### config.mk
export PLATFORM = sky130hd
export DESIGN_NAME = fp32_acc_seq
export DESIGN_NICKNAME = d
export VERILOG_FILES = /design/src/rtl/fp32_acc_seq.sv
export SDC_FILE = /design/constraint.sdc
export NUM_CORES = 1
export LEC_CHECK = 0
export CAP_MARGIN = 0
export CORE_MARGIN = 2
export CORE_UTILIZATION = 38
export DETAILED_ROUTE_END_ITERATION = 16
export GPL_TIMING_DRIVEN = 0
export PLACE_DENSITY_LB_ADDON = 0.08
export RECOVER_POWER = 25
export SYNTH_ARGS = -nofsm -noshare
export SYNTH_HDL_FRONTEND = slang
export SYNTH_SLANG_ARGS = --single-unit
### constraint.sdc
create_clock -name clk -period 3.28 [get_ports clk]
set_input_delay 0.328 -clock clk [delete_from_list [all_inputs] [get_ports clk]]
set_output_delay 0.328 -clock clk [all_outputs]
set_load 0.05 [all_outputs]
### src/rtl/fp32_acc_seq.sv
// fp32_acc_seq: feeds a counted FP32 valid/ready stream into an o1adder-style unit and reports the sum.
// Optional macro FP32_ACC_SEQ_ABORT_EN adds an abort input that cancels a run in LOAD/ACC.
//
// state | meaning
// IDLE  | waiting for start; adder holds its output (ctrl 100)
// LOAD  | first element loads the adder (ctrl 010)
// ACC   | further elements accumulate into the adder (ctrl 001)
// FLUSH | adder out holds the final sum; captured into res_data
module fp32_acc_seq #(
  parameter int CNT_W = 8
) (
  input  logic             clk,
  input  logic             rst_n,
`ifdef FP32_ACC_SEQ_ABORT_EN
  input  logic             abort,
`endif
  input  logic             start,
  input  logic [CNT_W-1:0] len,
  input  logic             in_valid,
  input  logic [31:0]      in_data,
  output logic             in_ready,
  output logic [31:0]      add_ain,
  output logic [31:0]      add_bin,
  output logic [2:0]       add_ctrl,
  input  logic [31:0]      add_out,
  output logic             res_valid,
  output logic [31:0]      res_data,
  output logic             busy
);

  typedef enum logic [1:0] {
    S_IDLE,
    S_LOAD,
    S_ACC,
    S_FLUSH
  } state_t;

  state_t           state_q;
  logic [CNT_W-1:0] rem_q;
  logic             res_valid_q;
  logic [31:0]      res_data_q;

  logic active;
  logic abort_c;
  logic take;

  assign active = (state_q == S_LOAD) || (state_q == S_ACC);

`ifdef FP32_ACC_SEQ_ABORT_EN
  assign abort_c = abort && active;
`else
  assign abort_c = 1'b0;
`endif

  assign in_ready  = active && !abort_c;
  assign take      = in_valid && in_ready;
  assign busy      = (state_q != S_IDLE);
  assign add_ain   = add_out;
  assign add_bin   = in_data;
  assign res_valid = res_valid_q;
  assign res_data  = res_data_q;

  // Hold (100) is the resting command so the adder keeps its running value across bubbles.
  always_comb begin
    add_ctrl = 3'b100;
    case (state_q)
      S_IDLE: begin
        if (start && (len == '0)) add_ctrl = 3'b000;
      end
      S_LOAD: begin
        if (abort_c)   add_ctrl = 3'b000;
        else if (take) add_ctrl = 3'b010;
      end
      S_ACC: begin
        if (abort_c)   add_ctrl = 3'b000;
        else if (take) add_ctrl = 3'b001;
      end
      default: add_ctrl = 3'b100;
    endcase
  end

  always_ff @(posedge clk or negedge rst_n) begin
    if (!rst_n) begin
      state_q     <= S_IDLE;
      rem_q       <= '0;
      res_valid_q <= 1'b0;
      res_data_q  <= '0;
    end else begin
      res_valid_q <= 1'b0;
      case (state_q)
        S_IDLE: begin
          if (start) begin
            if (len == '0) begin
              state_q <= S_FLUSH;
            end else begin
              rem_q   <= len;
              state_q <= S_LOAD;
            end
          end
        end
        S_LOAD, S_ACC: begin
          if (abort_c) begin
            rem_q   <= '0;
            state_q <= S_IDLE;
          end else if (take) begin
            rem_q   <= rem_q - CNT_W'(1);
            state_q <= (rem_q == CNT_W'(1)) ? S_FLUSH : S_ACC;
          end
        end
        S_FLUSH: begin
          res_data_q  <= add_out;
          res_valid_q <= 1'b1;
          state_q     <= S_IDLE;
        end
        default: state_q <= S_IDLE;
      endcase
    end
  end

endmodule

==> results of run 1 <==
==> power groups by stage <==
stage	clock, uW	combinational (uW)	sequential (uW)
3_5_place_dp	0	2870	991
5_1_grt	521	3030	1020
2_1_floorplan	0	1280	1710
3_3_place_gp	0	2840	977
6_report	481	2840	982
4_1_cts	496	2870	981
==> what timing repair did <==
item	CTS	global route
setup buffers	0	0
gates resized for setup	0	1
endpoints found under the setup margin	0	1
==> Yosys cell counts <==
cell / count
a31oi_1: 1
or3_2: 1
inv_2: 1
inv_1: 8
a2bb2oi_1: 4
o22a_1: 1
buf_1: 3
a221oi_1: 4
nand2_1: 4
a21oi_2: 1
nand3_1: 2
a211o_1: 1
a211oi_1: 2
o21a_1: 1
nor2b_1: 1
a21oi_1: 5
buf_4: 65
o21ai_0: 3
nor4_1: 2
mux2_2: 32
o2bb2ai_1: 3
nor3_1: 2
a22o_1: 2
mux2i_1: 1
or4_4: 2
o32ai_1: 1
a21bo_2: 1
a221oi_2: 1
and2_1: 2
nor3b_1: 1
buf_2: 2
clkbuf_1: 3
o22ai_1: 2
ha_1: 6
o41ai_1: 1
or3_1: 1
nor2_1: 6
a21o_1: 1
dfrtp_1: 43
nor4b_1: 1
==> routing by layer <==
layer / part of all wire [%] / routed length [um] / up-vias / global-route usage [%]
met2: 48 / 2884 / 128 / 27.92
met1: 41 / 2450 / 971 / 20.62
li1: - / - / 1027 / -
met5: 0 / 0 / - / 0
met3: 11 / 658 / 4 / 6.128
met4: 0.76 / 46 / 0 / 4.040
==> layout make-up <==
cell class / count / area (sq um) / share of cell area [%]
Clock inverter: 2 / 60.06 / 1.438
Inverter: 9 / 33.78 / 0.8091
Clock buffer: 6 / 72.57 / 1.738
Multi-Input combinational cell: 99 / 864.6 / 20.71
Buffer: 73 / 520.5 / 12.47
Sequential cell: 43 / 1076 / 25.77
Timing Repair Buffer: 146 / 1451 / 34.76
Tap cell: 77 / 96.34 / 2.307
==> cells by family after synthesis <==
logic type               count (synthesis)  synth area share (%)
AO/OA/AOI/OAI                           35                 10.91
adder cells (fa/ha/maj)                  6                 3.017
buffers and inverters                   82                 22.27
flip-flops                              43                 43.24
AND/OR/NAND/NOR                         25                 5.681
multiplexers                            33                 14.88
==> state kept, by name, summed over array words and instances (netlist names) <==
name	cells
rem_q	8
res_data	32
res_valid	1
state_q	2
==> per-stage QoR <==
step	instance area, sq um	worst slack (ns)	hold WS (ns)	utilization [%]	cells
after global routing	4175	0.1303	0.3155	65.75	455
after CTS	4198	0.1137	0.01681	66.11	455
final	4175	0.2862	0.2309	65.75	455
after detailed placement	4065	0.4335	0.3389	64.02	447
after floorplan	2495	0.5120	0.03241	-	224
after global placement	4043	0.4156	0.4884	63.67	446
==> worst max-delay path: stages, from the launching register on <==
cell	delay, ns
dfrtp_1	0.41
inv_1	0.11
ha_1	0.30
clkbuf_1	0.37
a21oi_1	0.12
or3_1	0.35
clkdlybuf4s50_1	0.72
==> how the worst min path moves through the flow <==
stage / from / to / slack [ns]
global placement: res_data[26] / res_data[26] / 0.49
finish: rst_n / res_data[9] / 0.23
CTS: rst_n / res_data[9] / 0.02
floorplan: rst_n / rem_q[0] / 0.03
detailed placement: rst_n / res_data[16] / 0.34
global route: rst_n / res_data[9] / 0.32
==> run metrics, run 1 <==
status completed; Leak Pwr 0.001811 uW; commonest cells after routing, fill and taps aside clkdlybuf4s50_1 (143), buf_4 (65), dfrtp_1 (43); mapped cell area 2489 sq um; DRC 0; Yosys reg bits 43; Via Count 2130; final slew viol count 0; Syn Area/Cell roughly 11 sq um; critical path required time approximately 3.0 ns; IO buf count 145; combinational share of power 66.0%; # hold bufs at CTS 0; most common cell after layout, fill and taps aside clkdlybuf4s50_1; vias per cell 4.681; worst reg-to-reg setup slack 0.87 ns; Layout fillers 518; Worst Setup SP state_q[1]; DP HPWL 4938 um; worst reg2reg path depth 8; Final Net Count around 460; power per cell area roughly 1000 nW/um^2; Final setup viols 0; internal power 2225 uW; ant diodes 0; Routed WL a little over 6000 um; initial antenna violation count 0; crit-path max FO 10; synth top area cells dfrtp_1 (43%), buf_4 (20%), mux2_2 (14%); Row Count 29; global-route wire length before repair 9825 um; RD Place Congestion ~0.85; CTS tree done; Mapped Cells 224; Worst-path clk slew roughly 0.080 ns; initial DRC count 42; Syn-to-layout area delta 67.77%; Synth Warn # 0; initial core utilization between 30 and 40%; RSZ-0062 raised after global routing false; GRT Overall Usage 16.69%; wire length per cell 13.27 um; Clock Tree Buf Depth 2; sequential share of power 22.8%; Mapped Nets 306; Die ar. 7212 sq um; chip width 84.93 um; ANT nets after route 0; share of the synthesized area in the top cell type a little over two fifths; root buffer cell clkbuf_8; Highest Clock Rate 334.0 MHz; total power 4304 uW; clock power share roughly 11%; Netlist cell types 40; Net Sw Power ~2100 uW; type of the worst min-delay path input pin to async pin; worst IR drop on VDD 570.3 uV; critical path endpoint add_ctrl[2]; Final Hold Fails 0; CTS HTree Levels 2; DR pass1 iterations 4; launching element type of the critical path flop; CP Capture Type output port; Yosys top cell by area dfrtp_1; crit path DAT 2.67 ns; core box area between 6000 and 7000 sq um; CTS buffer count 5; Max-Slew Margin vs Limit 19.34%; Max Cap Viol 0; FF-to-FF End rem_q[1]; GRT overflow 0; Seq/Total Area, Yosys 43.24%; die span in y 84.93 um; Final Skew 0.005056 ns; Clock Latency Late Sink 0.29 ns; period utilization 91.27%; # IOs 178; Worst-Margin Slew 1.210 ns; Tmin final ~3 ns; vias in the first global route 2057; CP Class flop to output port; layout cells sized above 1 30.16%; setup TNS 0 ns; largest net degree at the start of global routing 23; Sw Ratio about half; r2r startpoint state_q[1]; clock tree sinks 43
No activity file was read; power rests on OpenSTA's default activity.
==> inputs of run 2 (changes only) <==
Settings changed: PLACE_DENSITY set to 0.95, PLACE_DENSITY_LB_ADDON 0.08 to not set, TNS_END_PERCENT set to 5.
==> run 2 against run 1 <==
Against the previous run:
- the run now ends with max-capacitance violations, max-slew violations left
- count of clock-buffer cells in the layout down 1
- first-iteration DRC count up 93%
- die area unchanged
- clock power down 29%
- clock skew up 0.00052 ns
- sequential share of layout area up 0.19 points
- cell count up 0.22%
- hold slack better by 0.18 ns
- combinational power about the same
- cell area down 0.72%
- largest power group unchanged
- fmax up 1.1%
- flip-flop and latch count unchanged
==> run metrics, run 2 (synthesis gave the netlist of run 1 again) <==
Max Cap Viol 1 (was 0); Row Count 29 (unchanged); internal power 2074 uW (was 2225 uW); Post-Place Setup Slack 0.4836 ns (was 0.4335 ns); worst IR drop on VDD 532.8 uV (was 570.3 uV); vias in the first global route 2325 (was 2057); CTS HTree Levels 2 (unchanged); IO buf count 145 (unchanged); status complete, but fails checks (was completed); core box area 6350 sq um (unchanged); DR pass1 iterations 4 (unchanged); clock power share 8.1% (was 11.2%); Final setup viols 0 (unchanged); # IOs 178 (unchanged); Clock Latency Late Sink 0.29 ns (about the same); CP Class flop to output port (unchanged); most common cell after layout, fill and taps aside clkdlybuf4s50_1 (unchanged); clock tree sinks 43 (unchanged); Layout fillers 520 (was 518); power per cell area 1011 nW/um^2 (was 1031 nW/um^2); Leak Pwr 0.001791 uW (was 0.001811 uW); GRT overflow 0 (unchanged); Net Sw Power 2118 uW (was 2079 uW); worst reg2reg path depth 8 (unchanged); Highest Clock Rate 337.9 MHz (was 334.0 MHz); largest net degree at the start of global routing 40 (was 23); global-route wire length before repair 10810 um (was 9825 um); ANT nets after route 0 (unchanged); crit path DAT 2.63 ns (was 2.67 ns); Clock Tree Buf Depth 2 (unchanged); footprint of the multi-input gates 864.6 sq um (unchanged); Via Count 2219 (was 2130); RD Place Congestion 0.8748 (was 0.8488); M2 GR Usage 34.22% (was 27.92%); sequential share of power 23.6% (was 22.8%); GR met1 Demand/Resource 20.37% (was 20.62%); CP Cell Sequence inv_1 -> ha_1 -> clkbuf_1 -> a21oi_1 -> or3_1 -> clkdlybuf4s50_1 (unchanged); final slew viol count 40 (was 0); Max-Slew Margin vs Limit -35.43% (was 19.34%); Sw Ratio 50.52% (was 48.30%); type of the worst min-delay path input pin to async pin (unchanged); Placed Cells 447 (unchanged); crit-path max cell delay 0.72 ns (about the same); DP HPWL 5477 um (was 4938 um); combinational share of power 68.3% (was 66.0%); Setup Buffers After CTS 0 (unchanged); max reg flops 32 (unchanged); commonest cells after routing, fill and taps aside clkdlybuf4s50_1 (140), buf_4 (65), dfrtp_1 (43) (was clkdlybuf4s50_1 (143), buf_4 (65), dfrtp_1 (43)); Worst-path clk slew 0.09 ns (was 0.08 ns); FF/Latch Area 1076 sq um (unchanged); GRT Overall Usage 18.50% (was 16.69%); failing checks max-capacitance violations, max-slew violations; layout cells sized above 1 30.34% (was 30.16%); vias per cell 4.866 (was 4.681); Final Skew 0.005576 ns (was 0.005056 ns); Post-Layout Cell Count 456 (was 455); Syn-to-layout area delta 66.57% (was 67.77%); root buffer cell clkbuf_8 (unchanged); critical path required time 2.95 ns (about the same); setup ws final 0.3201 ns (was 0.2862 ns); Tmin final 2.960 ns (was 2.994 ns); CTS buffer count 5 (unchanged); Routed WL 6633 um (was 6040 um); ant diodes 0 (unchanged); Worst-Margin Slew 2.031 ns (was 1.210 ns); setup TNS 0 ns (unchanged); DRC 0 (unchanged); chip width 84.93 um (unchanged); layer with the highest usage met2 (unchanged); crit-path max FO 10 (unchanged); die span in y 84.93 um (unchanged); met3 Resource Use GR 5.545% (was 6.128%); Final Net Count 460 (was 459); CTS tree done (unchanged); initial DRC count 81 (was 42); launching element type of the critical path flop (unchanged); RSZ-0062 raised after global routing false (unchanged); wire length per cell 14.55 um (was 13.27 um); CP Capture Type output port (unchanged); Final Hold Fails 0 (unchanged); initial core utilization 39.19% (unchanged); Die ar. 7212 sq um (unchanged); period utilization 90.24% (was 91.27%); Worst path slowest cell clkdlybuf4s50_1 (unchanged); initial antenna violation count 0 (unchanged)
==> run 2: critical path, delay by kind of cell, from the launching register on <==
kind	cells	cell delay, ns
simple gates	1	0.36
flops	1	0.41
fa+ha+maj	1	0.30
buf+inv	3	1.17
compound gates	1	0.10
==> run 2: cell type report <==
class,instances,area share (%)
repair buffers,147,35.25
multi-input cells,99,20.86
inverters,9,0.8150
clock inverters,3,0.5735
clock buffers,5,1.660
plain buffers,73,12.56
well taps,77,2.324
flip-flops and latches,43,25.96
==> run 2: power groups by stage <==
stage          combinational [uW]  clock, uW  sequential, uW
2_1_floorplan                1280          0            1710
3_3_place_gp                 2810          0             975
3_5_place_dp                 2880          0            1000
4_1_cts                      2880        355             990
5_1_grt                      3030        385            1020
6_report                     2860        341             988
==> run 2: layer usage <==
layer  part of all wire (%)  routed length (um)  vias up
met3                    8.1                 536       12
li1                       -                   -     1026
met5                      0                   0        -
met1                     37                2452     1058
met4                    1.7                 114        0
met2                     53                3529      123
==> run 2: final timing paths <==
check / start / to / slack [ns]
setup / recovery: state_q[1] / add_ctrl[2] / 0.32
hold / removal: rst_n / res_data[4] / 0.41
setup reg to reg: state_q[1] / rem_q[1] / 0.91
hold reg to reg: res_data[10] / res_data[10] / 0.51
max in group asynchronous: rst_n / res_data[21] / 0.70
min in group clk: res_data[10] / res_data[10] / 0.51
==> run 2: timing repair <==
action / in CTS / in global routing
gates resized for setup: 0 / 1
endpoints found under the hold margin: 4 / 0
hold buffers: 1 / 0
setup endpoints to repair: 0 / 1
==> run 2: metrics by stage <==
stage / total power (uW) / instance area, sq um / utilization (%) / hold slack, ns
2_1_floorplan: 2984 / 2495 / - / 0.03241
3_3_place_gp: 3785 / 4043 / 63.67 / 0.4885
3_5_place_dp: 3877 / 4058 / 63.90 / 0.1562
4_1_cts: 4227 / 4160 / 65.52 / 0.3788
5_1_grt: 4443 / 4145 / 65.28 / 0.4075
6_report: 4192 / 4145 / 65.28 / 0.4084
